--- config.mk ---
export PLATFORM = sky130hd
export DESIGN_NAME = sequencer_spi_host
export DESIGN_NICKNAME = d
export VERILOG_FILES = /design/src/rtl/sequencer_spi_host.sv
export SDC_FILE = /design/constraint.sdc
export NUM_CORES = 1
export LEC_CHECK = 0
export ABC_AREA = 0
export BUFFER_PORTS_ARGS = -buffer_cell sky130_fd_sc_hd__buf_2
export CAP_MARGIN = 20
export CORE_MARGIN = 2
export CORE_UTILIZATION = 55
export CTS_CLUSTER_DIAMETER = 200
export DETAILED_ROUTE_END_ITERATION = 6
export PLACE_DENSITY = 0.77
export SLEW_MARGIN = 40
export SYNTH_ARGS = -nofsm -noshare
export SYNTH_HDL_FRONTEND = slang
export SYNTH_SLANG_ARGS = --single-unit
--- constraint.sdc ---
create_clock -name clock -period 4.3 [get_ports clock]
set_input_delay 0.645 -clock clock [delete_from_list [all_inputs] [get_ports clock]]
set_output_delay 0.645 -clock clock [all_outputs]
set_load 0.01 [all_outputs]
--- src/rtl/sequencer_spi_host.sv ---
// sequencer_spi_host: SPI mode-0 master for the sequencer configuration port.
// One command shifts a DATA_WIDTH-bit word out MSB first while capturing miso.
// It can then pulse latch_data. A separate request fires control_trigger.
module sequencer_spi_host #(
  parameter int DATA_WIDTH = 32,
  parameter int CLK_DIV    = 4
) (
  input  logic                  clock,
  input  logic                  reset,
  input  logic                  cmd_valid,
  output logic                  cmd_ready,
  input  logic [DATA_WIDTH-1:0] cmd_data,
  input  logic                  cmd_latch,
  input  logic                  trig_req,
  output logic                  rsp_valid,
  output logic [DATA_WIDTH-1:0] rsp_data,
  output logic                  busy,
  output logic                  sclk,
  output logic                  mosi,
  output logic                  ss_n,
  input  logic                  miso,
  output logic                  latch_data,
  output logic                  control_trigger
);

  localparam int                BIT_W    = (DATA_WIDTH > 1) ? $clog2(DATA_WIDTH) : 1;
  localparam logic [7:0]        DIV_LAST = 8'(CLK_DIV - 1);
  localparam logic [BIT_W-1:0]  BIT_LAST = BIT_W'(DATA_WIDTH - 1);

  typedef enum logic [2:0] {
    ST_IDLE  = 3'd0,
    ST_SETUP = 3'd1,
    ST_SHIFT = 3'd2,
    ST_HOLD  = 3'd3,
    ST_LATCH = 3'd4,
    ST_DONE  = 3'd5,
    ST_TRIG  = 3'd6
  } state_t;

  state_t                state_r;
  state_t                state_next_s;
  logic [7:0]            cnt_r;
  logic [BIT_W-1:0]      bit_cnt_r;
  logic [DATA_WIDTH-1:0] tx_r;
  logic [DATA_WIDTH-1:0] rx_r;
  logic                  latch_flag_r;

  logic term_s;
  logic timed_s;
  logic accept_s;
  logic trig_go_s;
  logic last_bit_s;
  logic rise_s;
  logic fall_s;
  logic bit_end_s;

  logic sclk_next_s;
  logic mosi_next_s;
  logic ss_n_next_s;

  // A command is taken only while idle and advertising ready; a simultaneous
  // trigger request loses to the command and is dropped.
  assign accept_s   = (state_r == ST_IDLE) && cmd_valid && cmd_ready;
  assign trig_go_s  = (state_r == ST_IDLE) && trig_req && !cmd_valid;
  assign term_s     = (cnt_r == DIV_LAST);
  assign last_bit_s = (bit_cnt_r == BIT_LAST);
  // sclk is the phase flag in SHIFT: high phase while sclk is 1.
  assign fall_s     = (state_r == ST_SHIFT) && sclk && term_s;
  assign bit_end_s  = (state_r == ST_SHIFT) && !sclk && term_s;
  assign rise_s     = sclk_next_s && !sclk;

  // Flag the states whose length is measured by the half-period counter.
  always_comb begin
    timed_s = 1'b0;
    case (state_r)
      ST_SETUP, ST_SHIFT, ST_HOLD, ST_LATCH, ST_TRIG: timed_s = 1'b1;
      default:                                        timed_s = 1'b0;
    endcase
  end

  // State register.
  always_ff @(posedge clock or posedge reset) begin
    if (reset) begin
      state_r <= ST_IDLE;
    end else begin
      state_r <= state_next_s;
    end
  end

  // Next-state decode; timed states advance when the half-period counter wraps.
  always_comb begin
    state_next_s = state_r;
    case (state_r)
      ST_IDLE: begin
        if (accept_s) begin
          state_next_s = ST_SETUP;
        end else if (trig_go_s) begin
          state_next_s = ST_TRIG;
        end else begin
          state_next_s = ST_IDLE;
        end
      end
      ST_SETUP: begin
        if (term_s) state_next_s = ST_SHIFT;
        else        state_next_s = ST_SETUP;
      end
      ST_SHIFT: begin
        if (bit_end_s && last_bit_s) state_next_s = ST_HOLD;
        else                         state_next_s = ST_SHIFT;
      end
      ST_HOLD: begin
        if (term_s && latch_flag_r)  state_next_s = ST_LATCH;
        else if (term_s)             state_next_s = ST_DONE;
        else                         state_next_s = ST_HOLD;
      end
      ST_LATCH: begin
        if (term_s) state_next_s = ST_DONE;
        else        state_next_s = ST_LATCH;
      end
      ST_DONE: state_next_s = ST_IDLE;
      ST_TRIG: begin
        if (term_s) state_next_s = ST_IDLE;
        else        state_next_s = ST_TRIG;
      end
      default: state_next_s = ST_IDLE;
    endcase
  end

  // Next values of the SPI pins, derived from current and next state so the
  // pins themselves can be registered without glitches.
  always_comb begin
    sclk_next_s = 1'b0;
    mosi_next_s = 1'b0;
    ss_n_next_s = 1'b1;
    if (state_next_s == ST_SHIFT) begin
      if (term_s) sclk_next_s = ~sclk;
      else        sclk_next_s = sclk;
    end else begin
      sclk_next_s = 1'b0;
    end
    case (state_r)
      ST_IDLE: begin
        if (accept_s) mosi_next_s = cmd_data[DATA_WIDTH-1];
        else          mosi_next_s = 1'b0;
      end
      ST_SETUP, ST_SHIFT: begin
        if (fall_s) mosi_next_s = tx_r[DATA_WIDTH-1];
        else        mosi_next_s = mosi;
      end
      default: mosi_next_s = 1'b0;
    endcase
    case (state_next_s)
      ST_SETUP, ST_SHIFT, ST_HOLD: ss_n_next_s = 1'b0;
      default:                     ss_n_next_s = 1'b1;
    endcase
  end

  // Half-period counter, bit counter and the transmit/receive shift registers.
  always_ff @(posedge clock or posedge reset) begin
    if (reset) begin
      cnt_r        <= 8'd0;
      bit_cnt_r    <= {BIT_W{1'b0}};
      tx_r         <= {DATA_WIDTH{1'b0}};
      rx_r         <= {DATA_WIDTH{1'b0}};
      latch_flag_r <= 1'b0;
    end else begin
      if (timed_s && !term_s) begin
        cnt_r <= cnt_r + 8'd1;
      end else begin
        cnt_r <= 8'd0;
      end
      if (accept_s) begin
        // MSB goes straight to mosi; tx_r holds the remaining bits, MSB-aligned.
        tx_r         <= {cmd_data[DATA_WIDTH-2:0], 1'b0};
        latch_flag_r <= cmd_latch;
        bit_cnt_r    <= {BIT_W{1'b0}};
      end else if (fall_s) begin
        tx_r <= {tx_r[DATA_WIDTH-2:0], 1'b0};
      end
      if (bit_end_s) begin
        bit_cnt_r <= bit_cnt_r + BIT_W'(1);
      end
      if (rise_s) begin
        rx_r <= {rx_r[DATA_WIDTH-2:0], miso};
      end
    end
  end

  // Output registers: every port-facing output is a flop.
  always_ff @(posedge clock or posedge reset) begin
    if (reset) begin
      sclk            <= 1'b0;
      mosi            <= 1'b0;
      ss_n            <= 1'b1;
      latch_data      <= 1'b0;
      control_trigger <= 1'b0;
      cmd_ready       <= 1'b0;
      rsp_valid       <= 1'b0;
      rsp_data        <= {DATA_WIDTH{1'b0}};
      busy            <= 1'b0;
    end else begin
      sclk            <= sclk_next_s;
      mosi            <= mosi_next_s;
      ss_n            <= ss_n_next_s;
      latch_data      <= (state_next_s == ST_LATCH);
      control_trigger <= (state_next_s == ST_TRIG);
      cmd_ready       <= (state_next_s == ST_IDLE);
      busy            <= (state_next_s != ST_IDLE);
      rsp_valid       <= (state_next_s == ST_DONE);
      if (state_next_s == ST_DONE) begin
        rsp_data <= rx_r;
      end
    end
  end

endmodule

==> out/metrics.cfg <==
[status]
outcome=finished clean

[cts]
clkTransAtPathRegs_ns=0.06
cts_setup_buffers=0
cts_buffer_depth=2
h-tree-depth=4
numCtsBuffers=17
cts-root-buf=clkbuf_8
clock_sinks=120
ctsHoldBuffers=0
clkLatencyLatePin_ns=0.51
cts_tree=built
post_cts_resize_count=0

[synthesis]
yosysWarnings=0
async_flop_share=1.00
synth_top_cell_area_share=0.571
ys_types=43
yosysTopAreaCell=dfrtp_1
ys_seq_elements=120
syn_avg_cell_area_sq_um=12.8
ys.flop_type=dfrtp_1
synthCells=406
synth.net_count=447
synth_edf_count=0
synth_area_leaders=dfrtp_1 57%, mux2_4 8.6%, mux2_2 7.3%, mux2i_1 5.6%, a21oi_1 3.6%
netlist_area_sq_um=5210
ys_seq_area_frac=0.576

[critical_path]
r2r_end=rsp_data[11]
cp-endpoint=rsp_data[11]
crit_path_start=bit_cnt_r[0]
path_max_fanout=19
path_class=reg2reg
worstSetupEndpointType=flop
r2r_start=bit_cnt_r[0]
cp.required_ns=4.69
rr_worst_depth=9
reg2reg_slack_ns=0.97
worstPathArrival_ns=3.72
startpoint_type=flop

[layout]
fin_cells=626
final_cell_mix=119 x dfrtp_1, 77 x buf_2, 43 x nor2_1
diodes=0
final_common_cell=dfrtp_1
num-nets-final=525
syn_to_final_growth_pct=20.0
fin_area_sq_um=6260
drive_gt1_frac=0.380
fin_util=0.677
nFillCells=665

[placed_design]
port-buffer-count=77
dp_hpwl_um=6180
dpl_cell_area_sq_um=5660
place.gp.congestion=0.823
place_inst=594

[sta]
whs_ns=0.210
setup_violations=0
skew_ns=0.0113
tightest_slew_ns=0.668
fmax_mhz=300
fin_setup_tns_ns=0
period_minus_slack_ns=3.33
slew_viol_final=0
rsz0062_at_grt=no
period_share=0.774
finalHoldViolations=0
maxSlewHeadroom=0.550

[floorplanning]
io_pins=78
rows=35
die_h_um=101
die_w_um=101
dieArea_sq_um=10300
core_area_sq_um=9240
start_util=0.564

[power]
irDropWorstVdd_mv=0.352
leakage_nw=3.05
powerDensity_nw_per_um2=594

[routing]
route.met3.wl_um=434
avgViaCountPerCell=5.25
route.detailed.drc=0
drt-met1-wl_um=4350
drtAntennaViolNets=0
dr.pass1.iters=4
dr_wl_met2_um=4700
wl_per_cell_um=15.3
drt_wl_total_um=9570
highest_layer=met4
drt_iter0_drc=175
dr_total_vias=3287

[global_routing]
antenna_found_initial=0
grt_use_total=0.202
grt_pass1_vias=3416
grt_max_degree=70
grt_pass1_wl_um=16100
grt-ovfl-total=0

[min_path]
hold_class=in2async

[job]
drv_cap=0

## through the flow
stage | total power (W) | setup slack (ns)
after floorplan | 0.00213 | 0.471
after global placement | 0.00227 | 1.10
after detailed placement | 0.00232 | 0.976
after CTS | 0.00375 | 0.951
after global routing | 0.00393 | 0.788
final | 0.00372 | 0.972
## Yosys cell counts (3+ instances only)
| cell | n |
|---|---|
| nor4_1 | 5 |
| nor2_1 | 43 |
| nand3_1 | 6 |
| inv_1 | 9 |
| nor3_1 | 5 |
| ha_1 | 3 |
| dfrtp_1 | 119 |
| xnor2_1 | 3 |
| xor2_1 | 4 |
| nand2b_1 | 5 |
| nand2_1 | 10 |
| a21oi_1 | 38 |
| buf_2 | 9 |
| o21ai_0 | 7 |
| mux2_2 | 34 |
| mux2_4 | 30 |
| and3_1 | 6 |
| clkbuf_1 | 8 |
| mux2i_1 | 29 |
| nand3b_1 | 4 |
| buf_12 | 3 |
## layer usage
layer | vias to the layer above | GRT usage
met5 | - | 0
met4 | 0 | 0.0676
met3 | 9 | 0.0635
met2 | 68 | 0.321
met1 | 1630 | 0.266
li1 | 1580 | -
## layout make-up
| type | instances | area [sq um] | area share |
|---|---|---|---|
| Clock buffer | 17 | 414 | 0.0662 |
| Clock inverter | 15 | 179 | 0.0286 |
| Timing Repair Buffer | 83 | 430 | 0.0688 |
| Inverter | 9 | 38.8 | 0.00620 |
| Tap cell | 129 | 161 | 0.0258 |
| Sequential cell | 120 | 3000 | 0.480 |
| Multi-Input combinational cell | 253 | 2030 | 0.324 |
## registers in the layout (all words and copies together), names as in the netlist, 3 cells and up
name,count
rsp_data,32
cnt_r,8
tx_r,31
rx_r,32
state_r,3
bit_cnt_r,5
## worst max-delay path, cell delays in order, from the launching register on
cell and delay, ns:
dfrtp_1 0.38, ha_1 0.20, and3_1 0.18, ha_1 0.14
or4bb_1 0.49, a211oi_2 0.25, o22a_1 0.34, and2b_2 0.60
buf_4 0.32, mux2_4 0.32
## power by group
part / leakage [nW] / switching, W / internal, W
Sequential: 1.56 / 0.000187 / 0.00139
Clock: 0.286 / 0.000562 / 0.000848
Combinational: 1.20 / 0.000400 / 0.000331
Total: 3.05 / 0.00115 / 0.00257
## cells by family (layout without fill, tap and decap cells)
group | after synthesis | count (layout) | synth area share
xor+xnor | 7 | 7 | 0.0118
fa+ha+maj | 3 | 3 | 0.00720
mux | 94 | 94 | 0.218
buf+inv | 33 | 124 | 0.0384
flops | 120 | 120 | 0.576
compound gates | 54 | 54 | 0.0586
simple gates | 95 | 95 | 0.0902
## worst min path at each step
stage                          end  cells after the start
after global placement    cnt_r[0]                      1
after floorplan           cnt_r[0]                      1
after global routing       rx_r[3]                      2
after detailed placement  cnt_r[0]                      1
final                      rx_r[3]                      2
after CTS                  rx_r[3]                      2
Power figures use the tool's default switching activity.
